===== src/rtl/lif_pkg.sv =====
// lif_pkg: shared widths, config addresses, reset defaults and FSM states for the LIF scheduler
package lif_pkg;
  localparam int N_NEURONS = 4;
  localparam int W = 8;
  localparam int FIFO_DEPTH = 4;
  localparam int IDX_W = $clog2(N_NEURONS);
  localparam int PTR_W = $clog2(FIFO_DEPTH);
  localparam int REFR_W = 4;
  localparam int LEAK_W = 3;
  localparam logic [1:0] CFG_THRESH = 2'd0;
  localparam logic [1:0] CFG_LEAK = 2'd1;
  localparam logic [1:0] CFG_REFRACT = 2'd2;
  localparam logic [W-1:0] THRESH_RST = W'(200);
  localparam logic [LEAK_W-1:0] LEAK_RST = LEAK_W'(1);
  localparam logic [REFR_W-1:0] REFRACT_RST = REFR_W'(2);
  typedef enum logic [1:0] {IDLE, SWEEP, STALL, FINISH} state_t;
  function automatic logic [W-1:0] sat_add(logic [W-1:0] a, logic [W-1:0] b);
    logic [W:0] s;
    s = {1'b0, a} + {1'b0, b};
    return s[W] ? '1 : s[W-1:0];
  endfunction
endpackage


===== src/rtl/lif_scheduler_if.sv =====
// lif_scheduler_if: current-sample input and spike-event output handshakes
interface lif_scheduler_if;
  import lif_pkg::*;
  logic             cur_valid;
  logic             cur_ready;
  logic [IDX_W-1:0] cur_idx;
  logic [W-1:0]     cur_val;
  logic             spike_valid;
  logic             spike_ready;
  logic [IDX_W-1:0] spike_idx;
  modport master(output cur_valid, cur_idx, cur_val, spike_ready, input cur_ready, spike_valid, spike_idx);
  modport slave(input cur_valid, cur_idx, cur_val, spike_ready, output cur_ready, spike_valid, spike_idx);
endinterface


===== src/rtl/lif_update.sv =====
// lif_update: combinational leak/integrate/saturate/threshold step for one neuron
module lif_update
  import lif_pkg::*;
(
  input  logic [W-1:0]      mem,
  input  logic [W-1:0]      acc,
  input  logic [REFR_W-1:0] refr,
  input  logic [W-1:0]      threshold,
  input  logic [LEAK_W-1:0] leak_shift,
  input  logic [REFR_W-1:0] refract_len,
  output logic [W-1:0]      mem_nxt,
  output logic [REFR_W-1:0] refr_nxt,
  output logic              spike
);
  logic [W:0]   v;
  logic [W-1:0] v_sat;
  always_comb begin
    v = {1'b0, mem - (mem >> leak_shift)} + {1'b0, acc};
    v_sat = v[W] ? '1 : v[W-1:0];
    spike = !(|refr) && v_sat >= threshold;
    mem_nxt = (|refr || spike) ? '0 : v_sat;
    refr_nxt = |refr ? refr - REFR_W'(1) : spike ? refract_len : '0;
  end
endmodule


===== src/rtl/lif_scheduler.sv =====
// lif_scheduler: sweeps one shared LIF datapath over all neurons per tick and queues spikes in a FIFO
module lif_scheduler
  import lif_pkg::*;
(
  input  logic             clk,
  input  logic             rst,
  input  logic             tick,
  input  logic             cfg_we,
  input  logic [1:0]       cfg_addr,
  input  logic [W-1:0]     cfg_data,
  lif_scheduler_if.slave   io,
  input  logic [IDX_W-1:0] state_sel,
  output logic [W-1:0]     state_out,
  output logic             busy,
  output logic             done,
  output logic             overrun
);
  state_t state, state_nxt;
  logic [IDX_W-1:0]  idx;
  logic [W-1:0]      mem [N_NEURONS];
  logic [W-1:0]      acc [N_NEURONS];
  logic [REFR_W-1:0] refr [N_NEURONS];
  logic [W-1:0]      threshold;
  logic [LEAK_W-1:0] leak_shift;
  logic [REFR_W-1:0] refract_len;
  logic [IDX_W-1:0]  fifo [FIFO_DEPTH];
  logic [PTR_W:0]    wr_ptr, rd_ptr;
  logic [W-1:0]      mem_nxt;
  logic [REFR_W-1:0] refr_nxt;
  logic              spike, full, pop, push, stall, commit;

  lif_update u_update (
    .mem(mem[idx]), .acc(acc[idx]), .refr(refr[idx]),
    .threshold, .leak_shift, .refract_len,
    .mem_nxt, .refr_nxt, .spike
  );

  assign full = wr_ptr == {~rd_ptr[PTR_W], rd_ptr[PTR_W-1:0]};
  assign pop = io.spike_valid && io.spike_ready;
  // A same-cycle pop frees the slot, so a spike into a full FIFO only stalls without one
  assign stall = state == SWEEP && spike && full && !pop;
  assign commit = state == SWEEP && !stall;
  assign push = commit && spike;
  assign io.cur_ready = 1'b1;
  assign io.spike_valid = wr_ptr != rd_ptr;
  assign io.spike_idx = fifo[rd_ptr[PTR_W-1:0]];
  assign state_out = mem[state_sel];

  always_ff @(posedge clk) begin
    if (rst) state <= IDLE;
    else state <= state_nxt;
  end

  always_comb begin
    state_nxt = state;
    unique case (state)
      IDLE:   state_nxt = tick ? SWEEP : IDLE;
      SWEEP:  state_nxt = stall ? STALL : idx == IDX_W'(N_NEURONS - 1) ? FINISH : SWEEP;
      STALL:  state_nxt = full ? STALL : SWEEP;
      FINISH: state_nxt = tick ? SWEEP : IDLE;
    endcase
  end

  always_comb begin
    busy = state == SWEEP || state == STALL;
    done = state == FINISH;
  end

  always_ff @(posedge clk) begin
    if (rst) begin
      idx <= '0;
      overrun <= 1'b0;
      threshold <= THRESH_RST;
      leak_shift <= LEAK_RST;
      refract_len <= REFRACT_RST;
      wr_ptr <= '0;
      rd_ptr <= '0;
      for (int i = 0; i < N_NEURONS; i++) begin
        mem[i] <= '0;
        acc[i] <= '0;
        refr[i] <= '0;
      end
    end else begin
      if (tick && busy) overrun <= 1'b1;
      if (cfg_we && cfg_addr == CFG_THRESH) threshold <= cfg_data;
      if (cfg_we && cfg_addr == CFG_LEAK) leak_shift <= cfg_data[LEAK_W-1:0];
      if (cfg_we && cfg_addr == CFG_REFRACT) refract_len <= cfg_data[REFR_W-1:0];
      if (commit) begin
        idx <= idx + IDX_W'(1);
        mem[idx] <= mem_nxt;
        refr[idx] <= refr_nxt;
      end
      // A sample landing on the neuron being committed belongs to the next timestep
      for (int i = 0; i < N_NEURONS; i++) begin
        if (commit && idx == IDX_W'(i))
          acc[i] <= (io.cur_valid && io.cur_idx == IDX_W'(i)) ? io.cur_val : '0;
        else if (io.cur_valid && io.cur_idx == IDX_W'(i))
          acc[i] <= sat_add(acc[i], io.cur_val);
      end
      if (push) wr_ptr <= wr_ptr + (PTR_W+1)'(1);
      if (pop) rd_ptr <= rd_ptr + (PTR_W+1)'(1);
    end
  end

  always_ff @(posedge clk) begin
    if (push) fifo[wr_ptr[PTR_W-1:0]] <= idx;
  end
endmodule


===== src/flat_wrapper.sv =====
// flat-port wrapper written by rule: the top's interface ports become plain ports
module lif_scheduler_flat import lif_pkg::*;
  (clk, rst, tick, cfg_we, cfg_addr, cfg_data, state_sel, state_out, busy, done, overrun, io_cur_valid, io_cur_idx, io_cur_val, io_spike_ready, io_cur_ready, io_spike_valid, io_spike_idx);
  lif_scheduler_if io_i ();
  input  logic clk;
  input  logic rst;
  input  logic tick;
  input  logic cfg_we;
  input  logic [1:0] cfg_addr;
  input  logic [W-1:0] cfg_data;
  input  logic [IDX_W-1:0] state_sel;
  output logic [W-1:0] state_out;
  output logic busy;
  output logic done;
  output logic overrun;
  input wire logic [$bits(io_i.cur_valid)-1:0] io_cur_valid;
  input wire logic [$bits(io_i.cur_idx)-1:0] io_cur_idx;
  input wire logic [$bits(io_i.cur_val)-1:0] io_cur_val;
  input wire logic [$bits(io_i.spike_ready)-1:0] io_spike_ready;
  output wire logic [$bits(io_i.cur_ready)-1:0] io_cur_ready;
  output wire logic [$bits(io_i.spike_valid)-1:0] io_spike_valid;
  output wire logic [$bits(io_i.spike_idx)-1:0] io_spike_idx;
  assign io_i.cur_valid = io_cur_valid;
  assign io_i.cur_idx = io_cur_idx;
  assign io_i.cur_val = io_cur_val;
  assign io_i.spike_ready = io_spike_ready;
  assign io_cur_ready = io_i.cur_ready;
  assign io_spike_valid = io_i.spike_valid;
  assign io_spike_idx = io_i.spike_idx;
  lif_scheduler u_core (.clk(clk), .rst(rst), .tick(tick), .cfg_we(cfg_we), .cfg_addr(cfg_addr), .cfg_data(cfg_data), .io(io_i), .state_sel(state_sel), .state_out(state_out), .busy(busy), .done(done), .overrun(overrun));
endmodule

===== config.mk =====
export PLATFORM = sky130hd
export DESIGN_NAME = lif_scheduler_flat
export DESIGN_NICKNAME = d
export VERILOG_FILES = /design/src/rtl/lif_pkg.sv /design/src/rtl/lif_scheduler_if.sv /design/src/rtl/lif_update.sv /design/src/rtl/lif_scheduler.sv /design/src/flat_wrapper.sv
export SDC_FILE = /design/constraint.sdc
export NUM_CORES = 1
export LEC_CHECK = 0
export ABC_AREA = 1
export BUFFER_PORTS_ARGS = -buffer_cell sky130_fd_sc_hd__buf_2
export CORE_ASPECT_RATIO = 1.1
export CORE_MARGIN = 2
export CORE_UTILIZATION = 25
export DETAILED_ROUTE_END_ITERATION = 8
export SLEW_MARGIN = 20
export SYNTH_ARGS = -nofsm -noshare
export SYNTH_HDL_FRONTEND = slang
export SYNTH_SLANG_ARGS = --single-unit

===== constraint.sdc =====
create_clock -name clk -period 13.2 [get_ports clk]
set_input_delay 2.64 -clock clk [delete_from_list [all_inputs] [get_ports clk]]
set_output_delay 2.64 -clock clk [all_outputs]
set_load 0.01 [all_outputs]

# Word level (Yosys, flattened, before mapping)
# Memory sizes are Yosys's and may differ from the RTL's. A register that Yosys moved wholly into a read port is not among the register bits.
# Index checks and enable logic that the tools add are counted.
# W data, S select, Z words.
totals:
  regBits: 26
  ramBits: 88
  input_bits: 28
  output_inout_bits: 15
  wordCells: 152
  n_memories: 4
op_classes:
  addsub: 10
  order_cmp: 1
  n_eq_ne: 13
  shifts: 1
  n_mux: 74
  bitwise: 9
  reduce_logical: 32
mem_list:
  columns: ["name", "words", "word_bits", "read_ports", "rd_clocked_by_memory_dff", "wr", "line", "text"]
  rows:
  - ["u_core.acc", 4, 8, 5, 1, 4, "lif_scheduler.sv:21", "logic [W-1:0] acc [N_NEURONS];"]
  - ["u_core.mem", 4, 8, 2, 1, 4, "lif_scheduler.sv:20", "logic [W-1:0] mem [N_NEURONS];"]
  - ["u_core.refr", 4, 4, 1, 1, 4, "lif_scheduler.sv:22", "logic [REFR_W-1:0] refr [N_NEURONS];"]
  - ["u_core.fifo", 4, 2, 1, 1, 1, "lif_scheduler.sv:26", "logic [IDX_W-1:0] fifo [FIFO_DEPTH];"]
op_table:
  columns: ["op", "count"]
  rows:
  - ["$mux W8", 19]
  - ["$add A8 B8 Y9", 5]
  - ["$mux W1", 38]
  - ["$mux W2", 13]
  - ["$logic_and A1 B1 Y1", 19]
  - ["$eq A2 B2 Y1 const B", 7]
  - ["$mux W4", 3]
  - ["$eq A2 B1 Y1 const B", 4]
  - ["$ge A8 B8 Y1", 1]
  - ["$logic_not A2 Y1", 4]
  - ["$or A1 B1 Y1", 8]
  - ["$reduce_or A4 Y1", 2]
  - ["$reduce_or A8 Y1", 1]
  - ["$shr A8 B3 Y8", 1]
  - ["$sub A8 B8 Y8", 1]
  - ["$add A3 B1 Y3 const B", 2]
  - ["$pmux W2 S3", 1]
  - ["$sub A4 B1 Y4 const B", 1]
  - ["$eq A3 B3 Y1", 1]
  - ["$logic_not A1 Y1", 3]
  - ["$ne A3 B3 Y1", 1]
  - ["$add A2 B1 Y2 const B", 1]
  - ["$logic_or A1 B1 Y1", 2]
  - ["$reduce_or A2 Y1", 1]
  - ["$not A1 Y1", 1]

# Logic depth before layout (Yosys ltp)
# Gate-level depths: netlist of the first run.
logic_depth:
  word_depth: 17
  depth_mapped: 39

# By module
# Synthesis of the first run repeated with hierarchy kept, for this count alone.
hier_totals:
  cells_unflattened: 1176
  area_unflattened_um2: 8856.0
modules_own_cells:
  columns: ["mod", "n_inst", "cells_per_inst", "area_each_um2", "seq_area_each_um2"]
  rows:
  - ["lif_scheduler", 1, 944, 7552.2, 3243.1]
  - ["lif_update", 1, 232, 1303.8, 0.0]

# Worst setup path after synthesis of the first run
# OpenSTA, ideal clock, no wires.
synth_path:
  path_kind: "in2out"
  from: "input state_sel[0]"
  to: "output state_out[5]"
  t_arrival_ns: 3.323
  required_time_ns: 10.560
  path_slack_ns: 7.237
  path_stages: 4
  path_cell_list: "inv_1 -> clkbuf_1 -> o21ai_0 -> o22ai_1"
synth_via:
  elab_chain_cells: 1
synth_rtl:
  columns: ["element", "line", "text"]
  rows:
  - ["start: declaration", "flat_wrapper.sv:11", "input logic [IDX_W-1:0] state_sel;"]
  - ["$mem_v2 Z4 W8", null, null]
  - ["end: declaration", "flat_wrapper.sv:12", "output logic [W-1:0] state_out;"]
# Every way passes these cells.

==> impl_summary.log, run 1 <==
[metrics] register-to-register path setup slack: 6430 ps
[metrics] number of global-route vias before repair: 7,372
[metrics] Final Cell Area: 9757 sq um
[metrics] leakage power total: 4.325 nW
[metrics] Nets: 1,247
[metrics] Total Power: 2.376 mW
[metrics] FMAX: 0.1477 GHz
[metrics] count of non-filler cells in the finished layout: 1,589
[metrics] PnR worst setup slack: 6428 ps
[metrics] wire length of the first global-routing pass: 38.21 mm
[metrics] type of element capturing the critical path: register
[metrics] minimum clock period after layout: 6772 ps
[metrics] number of nets with antenna violations after detailed routing: 0
[metrics] Flop pwr share: 0.213
[metrics] final period utilization: 0.5130
[metrics] post-DR vias/cell: 4.809
[metrics] growth of design area from synthesis to finish: 14.31%
[metrics] number of placement rows: 70
[metrics] Comb pwr share: 0.592
[metrics] number of top-level pins: 43
[metrics] final routed wire length divided by cell count: 15.03 microns
[metrics] final core utilization: 0.2916
[metrics] YS warnings: 0
[metrics] count of buffering cells on the critical path with inverters included: 4
[metrics] Cell Area, Synth: 8536 sq um
[metrics] Sequential Area: 3243 sq um
[metrics] share of post-route cells with drive strength above 1: 0.09162
[metrics] Synth Area per Inst: 7.711 sq um
[metrics] setup repair after global routing missed its margin: no
[metrics] worst slack at placement: 6428 ps
[metrics] mux cell area share after synthesis: 0.001173
[metrics] total net switching power: 1.145 mW
[metrics] most frequent cells in the layout: 233 x sky130_fd_sc_hd__nand2_1, 164 x sky130_fd_sc_hd__nor2_1, 120 x sky130_fd_sc_hd__inv_1
[metrics] count of hold-fix buffers inserted at cts: 0
[metrics] worst min-delay path category: register to register
[metrics] normalized max-slew margin: 0.3965
[metrics] die width: 180.2 microns
[metrics] DRC violation total after the first TritonRoute iteration: 555
[metrics] 1st-pass router iterations: 5
[metrics] residual DRC count: 0
[metrics] worst hold path cell count: 2
[metrics] Pins Over Slew Limit: 0
[metrics] crit start category: register
[metrics] Top delay family on crit path: simple AND/OR/NAND/NOR gates
[metrics] largest net degree at the start of global routing: 42
[metrics] Worst Path Required: 13,260 ps
[metrics] fraction of the mapped netlist area in simple logic gates: 0.2738
[metrics] power share of the clock group: 0.195
[metrics] slowest cell delay on critical path: 620 ps
[metrics] TritonCTS clock tree: done
[metrics] post-CTS repair timing setup buffer count: 0
[metrics] status: finished clean
[metrics] share of synthesized cell area in full adder, half adder and majority cells: 0.1152
[metrics] most common cell after layout, fill and taps aside: sky130_fd_sc_hd__nand2_1
[metrics] root buffer selected by CTS: sky130_fd_sc_hd__clkbuf_16
[metrics] synthesized net count: 1,210
[metrics] filler cell count in the final layout: 3,612
[metrics] CTS HTree Levels: 4
[metrics] largest fanout on the critical path: 22
[metrics] Unique masters post-synth: 43
[metrics] Post-Route WL: 23.89 mm
[metrics] arrival time reported for the critical path endpoint: 6830 ps
[metrics] residual overflow from global routing: 0
[metrics] area of placed instances: 9165 sq um
[metrics] number of cells produced by synthesis: 1,107
[metrics] worst setup path class: register to register
[metrics] vertical die dimension: 197.8 microns
[metrics] total count of hold-check failures in the final report: 0
[metrics] worst clock skew: 15.78 ps
[metrics] sequential cell area fraction in the yosys report: 0.3799
[metrics] total routing resource utilization after global routing: 0.1361
[metrics] Initial Utilization: 0.2551
[metrics] # setup viols final: 0
[metrics] final total negative setup slack: 0 ps
[metrics] via count: 7,641
[metrics] Worst IR Drop VDD: 218.4 uV
[metrics] internal power: 1.230 mW
[metrics] insertion delay to the later sink of the worst-skew pair: 430 ps
[metrics] Diodes inserted: 0
[metrics] floorplan core area: 33,460 sq um
[metrics] destination of the critical timing path: u_core.mem[0][7]
[metrics] Least-Margin Pin Slew: 898.4 ps
[metrics] area fraction in compound gates after synthesis: 0.1269
[metrics] number of placed cells counting well taps: 1,557
[metrics] area of the multi-input gates: 4686 sq um
[metrics] number of buffers inserted during clock tree synthesis: 17
[metrics] last weighted congestion value of the routability-driven placer: 0.9061
[metrics] CP max-delay cell: sky130_fd_sc_hd__inv_1
[metrics] depth of the worst register-to-register path: 34
[metrics] switching part of the total: 0.4821
[metrics] number of antenna violations at the first check in global routing: 0
[metrics] post-CTS sizing: 0
[metrics] area of the die: 35,640 sq um
[metrics] power density over the cells: 243.5 nW/um^2
[metrics] final hold slack: 461.1 ps
[metrics] clock slew seen by the registers of the worst setup and hold paths: 60 ps
[metrics] FF+latch count, synth: 118
[metrics] clk sink count: 118
[metrics] count of buffers from port buffering: 41
[metrics] placed wire-length estimate: 18.61 mm
[metrics] xor/xnor share of the synthesized area: 0.02976
[metrics] number of maximum-capacitance violations: 0
[metrics] combinational family with the most area after synthesis: simple AND/OR/NAND/NOR gates
[metrics] Worst R2R End: u_core.mem[0][7]
[metrics] total number of cells along the worst setup path: 34
[metrics] clk buf depth: 2
[metrics] Top cell by count, worst path: sky130_fd_sc_hd__nand2_1
-- worst min path at each step --
| stage | startpoint | end |
|---|---|---|
| floorplan | u_core.refract_len[0] | u_core.refract_len[0] |
| global placement | u_core.refract_len[0] | u_core.refract_len[0] |
| detailed placement | u_core.refract_len[0] | u_core.refract_len[0] |
| CTS | u_core.refract_len[2] | u_core.refract_len[2] |
| global route | u_core.refract_len[1] | u_core.refract_len[1] |
| finish | u_core.refract_len[2] | u_core.refract_len[2] |
-- flip-flops by register name, indices dropped and copies added, names as in the netlist, 2 cells and up, named ones only --
signal	cells
u_core.acc	32
u_core.fifo	8
u_core.idx	2
u_core.leak_shift	3
u_core.mem	32
u_core.rd_ptr	3
u_core.refr	16
u_core.refract_len	4
u_core.state	2
u_core.threshold	8
u_core.wr_ptr	3
-- per-layer routing --
layer	vias up	global-route usage	wire length, microns
met4	0	0.06810	988
met1	3552	0.1612	10070
met5	-	0	0
met2	228	0.2368	11630
li1	3801	-	-
met3	60	0.02465	1197
-- worst reg2reg max path: cells and delay by family (launching register included) --
family | cells | cell delay, ps
DFF | 1 | 530
AOI/OAI and AO/OA | 7 | 1240
xor gates and xnor gates | 1 | 90
muxes | 1 | 120
adders and majority gates | 4 | 1170
buffers and inverters | 4 | 870
and+or+nand+nor | 17 | 2370
-- cell families (layout without fill, tap and decap cells) --
logic type	count (synthesis)	after routing
compound gates	196	196
xor+xnor	29	29
fa+ha+maj	75	75
buf+inv	154	204
flops	118	118
mux	1	1
other cells	1	1
simple gates	533	533
-- final cells by class --
cell class	count	area share
repair buffers	43	0.02257
clock buffers	17	0.04360
clock inverters	15	0.01616
well taps	432	0.05540
inverters	129	0.04963
flip-flops and latches	118	0.3324
multi-input cells	835	0.4803
-- synthesized netlist by cell type (all sizes together) --
master | count | area share
buf | 13 | 0.011
fa | 6 | 0.014
o21bai | 3 | 0.0026
a21o | 6 | 0.0053
dfxtp | 30 | 0.070
conb | 1 | 0.00044
a31oi | 3 | 0.0022
a22oi | 1 | 0.00088
a21oi | 59 | 0.035
a31o | 1 | 0.0010
edfxtp | 88 | 0.31
clkbuf | 12 | 0.0053
or2 | 7 | 0.0051
and2 | 1 | 0.00073
o211ai | 8 | 0.0070
a211oi | 1 | 0.00088
nand3b | 5 | 0.0044
nor3 | 11 | 0.0064
xor2 | 16 | 0.016
nor2 | 168 | 0.077
nand2 | 242 | 0.11
xnor2 | 13 | 0.013
nand4 | 22 | 0.016
o21a | 3 | 0.0026
inv | 123 | 0.054
o22ai | 20 | 0.015
o21ai | 86 | 0.050
nand3 | 77 | 0.052
clkinv | 6 | 0.0026
mux2i | 1 | 0.0012
o31ai | 4 | 0.0035
ha | 69 | 0.10
o311a | 1 | 0.0012
-- power groups by stage --
stage | Combinational [mW] | Clock [mW] | Sequential [mW]
3_3_place_gp | 1.36 | 0 | 0.514
6_report | 1.41 | 0.463 | 0.507
3_5_place_dp | 1.38 | 0 | 0.514
4_1_cts | 1.39 | 0.469 | 0.506
5_1_grt | 1.59 | 0.484 | 0.511
2_1_floorplan | 1.09 | 0 | 0.488
Power figures use the tool's default switching activity.
==> inputs of run 2 (changes only) <==
==> constraint.sdc (replaced) <==
create_clock -name clk -period 5.9 [get_ports clk]
set_input_delay 1.18 -clock clk [delete_from_list [all_inputs] [get_ports clk]]
set_output_delay 1.18 -clock clk [all_outputs]
set_load 0.01 [all_outputs]
==> run 2 against run 1 <==
Against the previous run: die area stayed put; sequential share of layout area fell by 0.78 points; critical path depth fell by 2.
==> impl_summary.log, run 2 (same netlist as run 1, synthesis figures left out) <==
[metrics] depth of the worst register-to-register path: 32
[metrics] worst slack at placement: 294.5 ps
[metrics] via count: 7,634
[metrics] met3 Use GR: 0.02373
[metrics] vertical die dimension: 197.8 microns
[metrics] Post-Route WL: 23.79 mm
[metrics] Worst Path Required: 6040 ps
[metrics] type of element capturing the critical path: register
[metrics] Top cell by count, worst path: sky130_fd_sc_hd__nand2_1
[metrics] worst clock skew: 14.83 ps
[metrics] minimum clock period after layout: 5354 ps
[metrics] area of the die: 35,640 sq um
[metrics] met2 capacity usage during global routing: 0.2351
[metrics] status: finished clean
[metrics] # setup viols final: 0
[metrics] number of antenna violations at the first check in global routing: 2
[metrics] PnR worst setup slack: 546.4 ps
[metrics] number of nets with antenna violations after detailed routing: 0
[metrics] largest net degree at the start of global routing: 35
[metrics] placed wire-length estimate: 18.10 mm
[metrics] slowest cell delay on critical path: 420 ps
[metrics] internal power: 2.900 mW
[metrics] worst setup path class: register to register
[metrics] leakage power total: 4.454 nW
[metrics] worst min-delay path category: register to register
[metrics] root buffer selected by CTS: sky130_fd_sc_hd__clkbuf_16
[metrics] final routed wire length divided by cell count: 14.72 microns
[metrics] number of buffers inserted during clock tree synthesis: 17
[metrics] arrival time reported for the critical path endpoint: 5500 ps
[metrics] Pins Over Slew Limit: 0
[metrics] last weighted congestion value of the routability-driven placer: 0.8927
[metrics] residual DRC count: 0
[metrics] most frequent cells in the layout: 233 x sky130_fd_sc_hd__nand2_1, 164 x sky130_fd_sc_hd__nor2_1, 117 x sky130_fd_sc_hd__inv_1
[metrics] share of post-route cells with drive strength above 1: 0.1168
[metrics] DRC violation total after the first TritonRoute iteration: 528
[metrics] total net switching power: 2.634 mW
[metrics] register-to-register path setup slack: 550 ps
[metrics] registers with the most flip-flops: u_core.acc x32, u_core.mem x32, u_core.refr x16
[metrics] Total Power: 5.534 mW
[metrics] normalized max-slew margin: 0.5089
[metrics] Worst R2R End: u_core.refr[3][3]
[metrics] power share of the clock group: 0.185
[metrics] number of global-route vias before repair: 7,501
[metrics] largest fanout on the critical path: 12
[metrics] FMAX: 0.1868 GHz
[metrics] power density over the cells: 553.4 nW/um^2
[metrics] number of maximum-capacitance violations: 0
[metrics] die width: 180.2 microns
[metrics] wire length of the first global-routing pass: 37.91 mm
[metrics] clk sink count: 118
[metrics] Flop pwr share: 0.202
[metrics] switching part of the total: 0.4759
[metrics] most utilized layer in the global route result: met2
[metrics] growth of design area from synthesis to finish: 17.15%
[metrics] total count of hold-check failures in the final report: 0
[metrics] clk buf depth: 2
[metrics] Initial Utilization: 0.2551
[metrics] number of placement rows: 70
[metrics] residual overflow from global routing: 0
[metrics] clock slew seen by the registers of the worst setup and hold paths: 70 ps
[metrics] total routing resource utilization after global routing: 0.1334
[metrics] Comb pwr share: 0.613
[metrics] CP max-delay cell: sky130_fd_sc_hd__dfxtp_2
[metrics] final period utilization: 0.9074
[metrics] number of top-level pins: 43
[metrics] insertion delay to the later sink of the worst-skew pair: 440 ps
[metrics] global-route met1 utilization: 0.1603
[metrics] final core utilization: 0.2989
[metrics] setup repair after global routing missed its margin: yes
[metrics] most common cell after layout, fill and taps aside: sky130_fd_sc_hd__nand2_1
[metrics] Least-Margin Pin Slew: 736.6 ps
[metrics] CTS HTree Levels: 4
[metrics] count of buffers from port buffering: 41
[metrics] TritonCTS clock tree: done
[metrics] floorplan core area: 33,460 sq um
[metrics] 1st-pass router iterations: 7
[metrics] post-DR vias/cell: 4.724
[metrics] crit start category: register
[metrics] destination of the critical timing path: u_core.refr[3][3]
[metrics] Worst IR Drop VDD: 440.9 uV
[metrics] Nets: 1,272
-- run 2: cell count changes in the layout (fill, tap and decap cells not counted), sizes merged --
cell	before	now
buf	43	68
diode	0	2
clkinvlp	1	2
bufinv	1	0
-- run 2: what timing repair did --
item,4_1_cts,5_1_grt
endpoints found under the setup margin,0,174
hold buffers,0,0
gates resized for setup,0,12
buffers inserted,0,0
-- run 2: through the flow --
step                setup TNS, ps  area (sq um)  instances  hold WS [ps]
floorplan                       0          8536       1107         424.7
global placement                0          9403       1582         441.3
detailed placement              0          9403       1582         444.1
CTS                             0          9980       1614         452.3
global route               -190.6          9997       1615         463.4
finish                          0         10000       1616         448.3
-- run 2: worst min path at each step --
stage               cells after the start  slack, ps             startpoint                     to
global placement                        2        440  u_core.refract_len[0]  u_core.refract_len[0]
detailed placement                      2        440  u_core.refract_len[0]  u_core.refract_len[0]
finish                                  2        450  u_core.refract_len[0]  u_core.refract_len[0]
CTS                                     2        450  u_core.refract_len[0]  u_core.refract_len[0]
global route                            2        460  u_core.refract_len[0]  u_core.refract_len[0]
floorplan                               2        420  u_core.refract_len[0]  u_core.refract_len[0]
-- run 2: worst max-delay path, delay by kind of cell, from the launching register on --
| kind | cells | cell delay [ps] |
|---|---|---|
| AO/OA/AOI/OAI | 8 | 1430 |
| XOR/XNOR | 1 | 80 |
| adder cells (fa/ha/maj) | 4 | 1150 |
| buffers and inverters | 5 | 570 |
| flip-flops | 1 | 420 |
| multiplexers | 1 | 100 |
| AND/OR/NAND/NOR | 13 | 1260 |
-- run 2: metal layers --
| layer | wire, microns | up-vias |
|---|---|---|
| met5 | 0 | - |
| met4 | 620 | 0 |
| met3 | 1099 | 45 |
| met2 | 11760 | 184 |
| met1 | 10320 | 3544 |
| li1 | - | 3861 |
-- run 2: cell type report --
type                    count  area (sq um)
clock buffers              17         425.4
well taps                 432         540.5
fillers                  3603         23460
multi-input cells         835          4687
clock inverters            15         151.4
repair buffers             68         457.9
diodes                      2         5.005
inverters                 129         486.7
flip-flops and latches    118          3246
-- run 2: power groups by stage --
stage	registers, mW	clock network (mW)	logic (mW)
global placement	1.13	0	3.31
CTS	1.11	1.03	3.36
global route	1.13	1.07	3.87
finish	1.12	1.02	3.39
detailed placement	1.13	0	3.34
floorplan	1.09	0	2.44
